--- config.mk ---
export PLATFORM = sky130hd
export DESIGN_NAME = cmip_req_dispatch
export DESIGN_NICKNAME = d
export VERILOG_FILES = /design/src/rtl/cmip_req_dispatch.sv
export SDC_FILE = /design/constraint.sdc
export NUM_CORES = 1
export LEC_CHECK = 0
export ABC_AREA = 1
export CAP_MARGIN = 20
export CORE_MARGIN = 5
export CORE_UTILIZATION = 50
export DETAILED_ROUTE_END_ITERATION = 10
export PLACE_DENSITY = 0.7
export SYNTH_ARGS = -nofsm -noshare
export SYNTH_HDL_FRONTEND = slang
export SYNTH_SLANG_ARGS = --single-unit
--- constraint.sdc ---
create_clock -name i_clk -period 3.8 [get_ports i_clk]
set_input_delay 0.95 -clock i_clk [delete_from_list [all_inputs] [get_ports i_clk]]
set_output_delay 0.95 -clock i_clk [all_outputs]
set_load 0.01 [all_outputs]
--- src/rtl/cmip_req_dispatch.sv ---
// cmip_req_dispatch: per-channel command FIFOs feeding a round-robin scheduler, one registered output slot
// Ports: i_clk/i_rst (async active-high); i_ch_vld/i_ch_data/o_ch_rdy per-channel ingress;
//   o_sch_req/o_sch_rdy to scheduler, i_gnt_vld/i_gnt_idx grant back (same cycle);
//   o_vld/o_data/o_ch_idx/i_rdy downstream handshake; o_err sticky illegal-grant flag.
// Optional: define CMIP_DISP_ERR_CHK_EN to enable the o_err illegal-grant detector.
module cmip_req_dispatch #(
  parameter int CH_NUM     = 8,
  parameter int IDX_WDTH   = 3,
  parameter int DATA_WDTH  = 32,
  parameter int FIFO_DEPTH = 4,
  parameter int PTR_WDTH   = 2
) (
  input  logic                          i_clk,
  input  logic                          i_rst,
  input  logic [CH_NUM-1:0]             i_ch_vld,
  input  logic [CH_NUM*DATA_WDTH-1:0]   i_ch_data,
  output logic [CH_NUM-1:0]             o_ch_rdy,
  output logic [CH_NUM-1:0]             o_sch_req,
  output logic                          o_sch_rdy,
  input  logic                          i_gnt_vld,
  input  logic [IDX_WDTH-1:0]           i_gnt_idx,
  output logic                          o_vld,
  output logic [DATA_WDTH-1:0]          o_data,
  output logic [IDX_WDTH-1:0]           o_ch_idx,
  input  logic                          i_rdy,
  output logic                          o_err
);
  logic [CH_NUM-1:0]           push, pop;
  logic [CH_NUM*DATA_WDTH-1:0] head;
  logic                        idx_ok, legal;
  logic                        vld_q, vld_d;
  logic [DATA_WDTH-1:0]        data_q, data_d;
  logic [IDX_WDTH-1:0]         idx_q, idx_d;
  // widened compare keeps the range check meaningful when CH_NUM == 2**IDX_WDTH
  assign idx_ok    = {1'b0, i_gnt_idx} < (IDX_WDTH+1)'(CH_NUM);
  assign o_sch_rdy = ~vld_q | i_rdy;
  assign legal     = i_gnt_vld & o_sch_rdy & idx_ok & o_sch_req[i_gnt_idx];
  for (genvar k = 0; k < CH_NUM; k++) begin : g_ch
    logic [PTR_WDTH:0]    cnt_q, cnt_d;
    logic [PTR_WDTH-1:0]  wp_q, rp_q;
    logic [DATA_WDTH-1:0] mem_q [FIFO_DEPTH];
    // ready/request come from registered count only, so a full FIFO refuses a push even while popped
    assign o_ch_rdy[k]  = cnt_q != (PTR_WDTH+1)'(FIFO_DEPTH);
    assign o_sch_req[k] = cnt_q != '0;
    assign push[k]      = i_ch_vld[k] & o_ch_rdy[k];
    assign pop[k]       = legal & (i_gnt_idx == IDX_WDTH'(k));
    assign cnt_d        = cnt_q + (PTR_WDTH+1)'(push[k]) - (PTR_WDTH+1)'(pop[k]);
    assign head[k*DATA_WDTH +: DATA_WDTH] = mem_q[rp_q];
    always_ff @(posedge i_clk or posedge i_rst) begin
      if (i_rst) begin
        cnt_q <= '0;
        wp_q  <= '0;
        rp_q  <= '0;
      end else begin
        cnt_q <= cnt_d;
        wp_q  <= push[k] ? wp_q + 1'b1 : wp_q;
        rp_q  <= pop[k] ? rp_q + 1'b1 : rp_q;
      end
    end
    // storage needs no reset: contents are only visible through a non-zero count
    always_ff @(posedge i_clk) begin
      if (push[k]) mem_q[wp_q] <= i_ch_data[k*DATA_WDTH +: DATA_WDTH];
    end
  end
  always_comb begin
    vld_d  = legal | (vld_q & ~i_rdy);
    data_d = legal ? head[i_gnt_idx*DATA_WDTH +: DATA_WDTH] : data_q;
    idx_d  = legal ? i_gnt_idx : idx_q;
  end
  always_ff @(posedge i_clk or posedge i_rst) begin
    if (i_rst) begin
      vld_q  <= 1'b0;
      data_q <= '0;
      idx_q  <= '0;
    end else begin
      vld_q  <= vld_d;
      data_q <= data_d;
      idx_q  <= idx_d;
    end
  end
  assign o_vld    = vld_q;
  assign o_data   = data_q;
  assign o_ch_idx = idx_q;
`ifdef CMIP_DISP_ERR_CHK_EN
  logic err_q;
  always_ff @(posedge i_clk or posedge i_rst) begin
    if (i_rst) err_q <= 1'b0;
    else       err_q <= err_q | (i_gnt_vld & ~legal);
  end
  assign o_err = err_q;
`else
  assign o_err = 1'b0;
`endif
endmodule

==> report_table.html, run 1 <==
<table>
<tr><th>Metric</th><th>Value</th></tr>
<tr><th colspan="2">Outcome</th></tr>
<tr><td>Result of the run</td><td>completed</td></tr>
<tr><th colspan="2">Drt</th></tr>
<tr><td>Average via count per standard cell</td><td>between 5 and 6</td></tr>
<tr><td>Total Routed Length</td><td>125000 um</td></tr>
<tr><td>Routed Antenna Nets</td><td>0</td></tr>
<tr><td>Detailed-routing iteration count for the pre-antenna-repair pass</td><td>6</td></tr>
<tr><td>Iteration-0 DRC count of the detailed router</td><td>around 3600</td></tr>
<tr><td>Number of remaining DRC errors</td><td>0</td></tr>
<tr><td>Wire length per cell after detailed routing</td><td>roughly 23 um</td></tr>
<tr><td>Number of vias after detailed routing</td><td>slightly above 30000</td></tr>
<tr><th colspan="2">Clock tree</th></tr>
<tr><td>Cts-stage hold buffer count</td><td>0</td></tr>
<tr><td>Clock edge transition at the registers on the reported setup and hold paths</td><td>0.06 ns</td></tr>
<tr><td>Post-CTS Setup Repair Bufs</td><td>0</td></tr>
<tr><td>CTS buffer count</td><td>roughly 110</td></tr>
<tr><td>Count of instances resized after the clock tree is built</td><td>0</td></tr>
<tr><td>Insertion delay to the later sink of the worst-skew pair</td><td>0.67 ns</td></tr>
<tr><td>Deepest clock path buffer count</td><td>3</td></tr>
<tr><td>Total number of clock tree sinks</td><td>1116</td></tr>
<tr><td>Root buf cell</td><td>clkbuf_16</td></tr>
<tr><td>Clock tree from TritonCTS</td><td>yes</td></tr>
<tr><td>Number of H-tree levels</td><td>3</td></tr>
<tr><th colspan="2">Timing</th></tr>
<tr><td>Final period demand of the worst path</td><td>3.25 ns</td></tr>
<tr><td>Final Hold Fails</td><td>0</td></tr>
<tr><td>Least-Margin Pin Slew</td><td>about 0.92 ns</td></tr>
<tr><td>Final Slew Violations</td><td>0</td></tr>
<tr><td>Max_slew headroom</td><td>between 30% and 40%</td></tr>
<tr><td>RSZ-0062 raised after global routing</td><td>no</td></tr>
<tr><td>Final TNS setup</td><td>0 ns</td></tr>
<tr><td>Final worst-path cycle share</td><td>roughly 86%</td></tr>
<tr><td>Clock skew after layout</td><td>about 0.034 ns</td></tr>
<tr><td>Setup violators final</td><td>0</td></tr>
<tr><td>Maximum achievable frequency</td><td>about 310 MHz</td></tr>
<tr><td>Worst path setup slack after routing</td><td>0.546 ns</td></tr>
<tr><th colspan="2">Layout</th></tr>
<tr><td>Highest-count cells in the layout ignoring fill and taps</td><td>nand2_1, edfxtp_1, nand3_1</td></tr>
<tr><td>Post-layout utilization of the core</td><td>between 50 and 60%</td></tr>
<tr><td>Signed area change from the synthesized netlist to the final layout</td><td>18.9%</td></tr>
<tr><td>Layout net count</td><td>roughly 4500</td></tr>
<tr><td>Most common cell after layout, fill and taps aside</td><td>nand2_1</td></tr>
<tr><td>Fraction of layout cells with a size suffix above 1</td><td>7.97%</td></tr>
<tr><th colspan="2">Logic synthesis</th></tr>
<tr><td>Fraction of post-synthesis cell area in the top cell type by area</td><td>around two thirds</td></tr>
<tr><td>Seq/Total Area, Yosys</td><td>around 73%</td></tr>
<tr><td>Count of unique library cells instantiated by Yosys</td><td>27</td></tr>
<tr><td>Post-synthesis net count</td><td>about 4200</td></tr>
<tr><td>Largest cells by area after synthesis</td><td>edfxtp_1, nand2_1, nand3_1</td></tr>
<tr><td>Count of synthesis-stage warnings from yosys</td><td>0</td></tr>
<tr><td>FF+latch count, synth</td><td>between 1000 and 1500</td></tr>
<tr><td>Top cell type by total area after synthesis</td><td>edfxtp_1</td></tr>
<tr><td>Average cell area after synthesis</td><td>11.7 sq um</td></tr>
<tr><td>Area of the mapped netlist</td><td>0.0453 sq mm</td></tr>
<tr><td>Cell count after synthesis</td><td>3866</td></tr>
<tr><th colspan="2">Placed design</th></tr>
<tr><td>DPL Wire Length</td><td>about 83000 um</td></tr>
<tr><td>Worst Setup Slack post-DPL</td><td>-0.124 ns</td></tr>
<tr><td>Final Wtd Congestion</td><td>between 0.8 and 0.9</td></tr>
<tr><td>I/O Buffers</td><td>about 320</td></tr>
<tr><th colspan="2">Worst setup path</th></tr>
<tr><td>Slowest cell on crit path</td><td>clkdlybuf4s50_1</td></tr>
<tr><td>CP Cell Sequence</td><td>clkdlybuf4s50_1, buf_4, nor2_4, nand3_1, o21ai_1, nor2_1, nor2_1, nor2_2, buf_4, nand2_1, inv_1, ha_1, inv_1, ha_1, fa_1, xor2_1</td></tr>
<tr><td>Critical path fanouts, max</td><td>5</td></tr>
<tr><td>Startpoint of the worst register-to-register path</td><td>g_ch[0].cnt_q[1]</td></tr>
<tr><td>Data arrival time of the critical path</td><td>roughly 3.8 ns</td></tr>
<tr><td>Logic depth of the worst setup path including buffers</td><td>16</td></tr>
<tr><td>Critical path class</td><td>input pin to flip-flop</td></tr>
<tr><td>Crit-path max cell delay</td><td>0.58 ns</td></tr>
<tr><td>Critical path's top delay family</td><td>buffers and inverters</td></tr>
<tr><td>Required time at the endpoint of the critical path</td><td>about 4.3 ns</td></tr>
<tr><td>Kind of launch point of the worst setup path</td><td>input pin</td></tr>
<tr><td>Worst reg-to-reg path cell count</td><td>14</td></tr>
<tr><td>Buffer and inverter count on the worst path</td><td>5</td></tr>
<tr><td>Minimum setup slack among reg-to-reg paths</td><td>around 0.9 ns</td></tr>
<tr><td>Kind of end point of the critical path</td><td>flip-flop</td></tr>
<tr><td>Critical register-to-register path endpoint</td><td>g_ch[0].cnt_q[2]</td></tr>
<tr><th colspan="2">Global route</th></tr>
<tr><td>Antenna violations before repair</td><td>11</td></tr>
<tr><td>Global-route wire length before repair</td><td>roughly 180000 um</td></tr>
<tr><td>Tot GR Track Use</td><td>25.1%</td></tr>
<tr><td>Vias in the first global route</td><td>between 20000 and 30000</td></tr>
<tr><td>Largest net degree at the start of global routing</td><td>68</td></tr>
<tr><td>Final global-route overflow total</td><td>0</td></tr>
<tr><th colspan="2">Worst hold path</th></tr>
<tr><td>Hold path start</td><td>o_data[14]</td></tr>
<tr><td>Worst hold path type</td><td>flip-flop to flip-flop</td></tr>
<tr><td>Hold EP</td><td>o_data[14]</td></tr>
<tr><td>Cell depth of the worst hold path</td><td>2</td></tr>
<tr><th colspan="2">Floorplan</th></tr>
<tr><td>Initial core utilization</td><td>between 50 and 60%</td></tr>
<tr><td>I/O pin count</td><td>325</td></tr>
<tr><td>Full die area</td><td>roughly 0.097 sq mm</td></tr>
<tr><td>Height of the die</td><td>311 um</td></tr>
<tr><td>Core footprint</td><td>around 0.09 sq mm</td></tr>
<tr><td>Die extent in x</td><td>a little over 300 um</td></tr>
<tr><td>Std-Cell Rows</td><td>110</td></tr>
<tr><th colspan="2">Power</th></tr>
<tr><td>Final Total Pwr</td><td>roughly 40000 uW</td></tr>
<tr><td>Leak Pwr</td><td>0.0204 uW</td></tr>
<tr><td>Power per standard cell area</td><td>approximately 740 mW/mm^2</td></tr>
<tr><td>Peak VDD IR</td><td>slightly above 0.4 mV</td></tr>
<tr><th colspan="2">Run</th></tr>
<tr><td>Maxcap violations</td><td>0</td></tr>
</table>
cells in the mapped netlist, drive strengths merged:
cell	count
a21oi	47
buf	80
clkbuf	129
clkinv	1
conb	1
dfrtp	92
edfxtp	1024
fa	8
ha	48
inv	183
nand2	1258
nand3	668
nand3b	3
nand4	38
nor2	158
o21ai	88
o22ai	8
xnor2	15
xor2	17
worst max path at each step:
stage	from	end
6_report	i_gnt_idx[1]	g_ch[0].cnt_q[2]
5_1_grt	i_gnt_idx[1]	g_ch[1].cnt_q[2]
4_1_cts	g_ch[0].cnt_q[1]	o_ch_rdy[0]
3_5_place_dp	i_gnt_idx[1]	g_ch[1].cnt_q[2]
3_3_place_gp	i_gnt_idx[1]	g_ch[1].cnt_q[2]
2_1_floorplan	i_rst	g_ch[0].cnt_q[0]
power breakdown:
group | internal, uW | switching, uW | total, uW | leakage, uW
Sequential | 16300 | 993 | 17300 | 0.0105
Combinational | 3610 | 8450 | 12100 | 0.00815
Clock | 6130 | 4480 | 10600 | 0.00173
Total | 26100 | 13900 | 40000 | 0.0204
state kept, by name, indices dropped and copies added, names as in the netlist:
name,cells
g_ch.mem_q,1024
o_ch_idx,3
g_ch.wp_q,16
g_ch.cnt_q,24
g_ch.rp_q,16
o_vld,1
o_data,32
per-stage QoR:
step | instance area, sq um | cells | hold slack (ns)
finish | 53900 | 5503 | 0.485
global route | 53900 | 5497 | 0.502
CTS | 53800 | 5493 | 0.486
detailed placement | 50300 | 5284 | 0.471
global placement | 50300 | 5284 | 0.461
floorplan | 45300 | 3866 | 0.506
worst register-to-register path, delay by kind of cell, from the launching register on:
kind	cells	cell delay, ns
adder cells (fa/ha/maj)	3	0.88
AND/OR/NAND/NOR	6	0.86
buffers and inverters	3	0.29
XOR/XNOR	1	0.18
flip-flops	1	0.41
AO/OA/AOI/OAI	1	0.14
final cells by class:
cell class,instances,area (sq um)
fill,7004,36100
sequential,1116,33100
multi-input combinational,2357,10800
timing repair buffer,451,4260
clock buffer,150,3000
tap,1176,1470
inverter,184,693
clock inverter,59,538
antenna,10,25.0
cells by family (layout without fill, tap and decap cells):
logic type | after synthesis | in the layout | synth area share (%)
flops | 1116 | 1116 | 73.0
simple gates | 2125 | 2125 | 19.7
xor+xnor | 32 | 32 | 0.619
buf+inv | 393 | 844 | 3.39
compound gates | 143 | 143 | 1.62
other cells | 1 | 11 | 0.00828
fa+ha+maj | 56 | 56 | 1.68
metal layers:
layer	part of all wire, %	GRT usage (%)	vias up
li1	-	-	14000
met1	37	33.2	14700
met2	48	40.6	1414
met3	9.8	4.88	212
met4	4.7	11.4	4
met5	0.018	0	-
(Power assumes the default switching activity.)
==> inputs of run 2 (changes only) <==
--- a/config.mk
+++ b/config.mk
@@ -11,6 +11,8 @@
 export CORE_UTILIZATION = 50
 export DETAILED_ROUTE_END_ITERATION = 10
 export PLACE_DENSITY = 0.7
+export SKIP_LAST_GASP = 1
+export SLEW_MARGIN = 20
 export SYNTH_ARGS = -nofsm -noshare
 export SYNTH_HDL_FRONTEND = slang
 export SYNTH_SLANG_ARGS = --single-unit
==> results of run 2 <==
The final DEF is identical to that of run 1; final timing and power are the same.
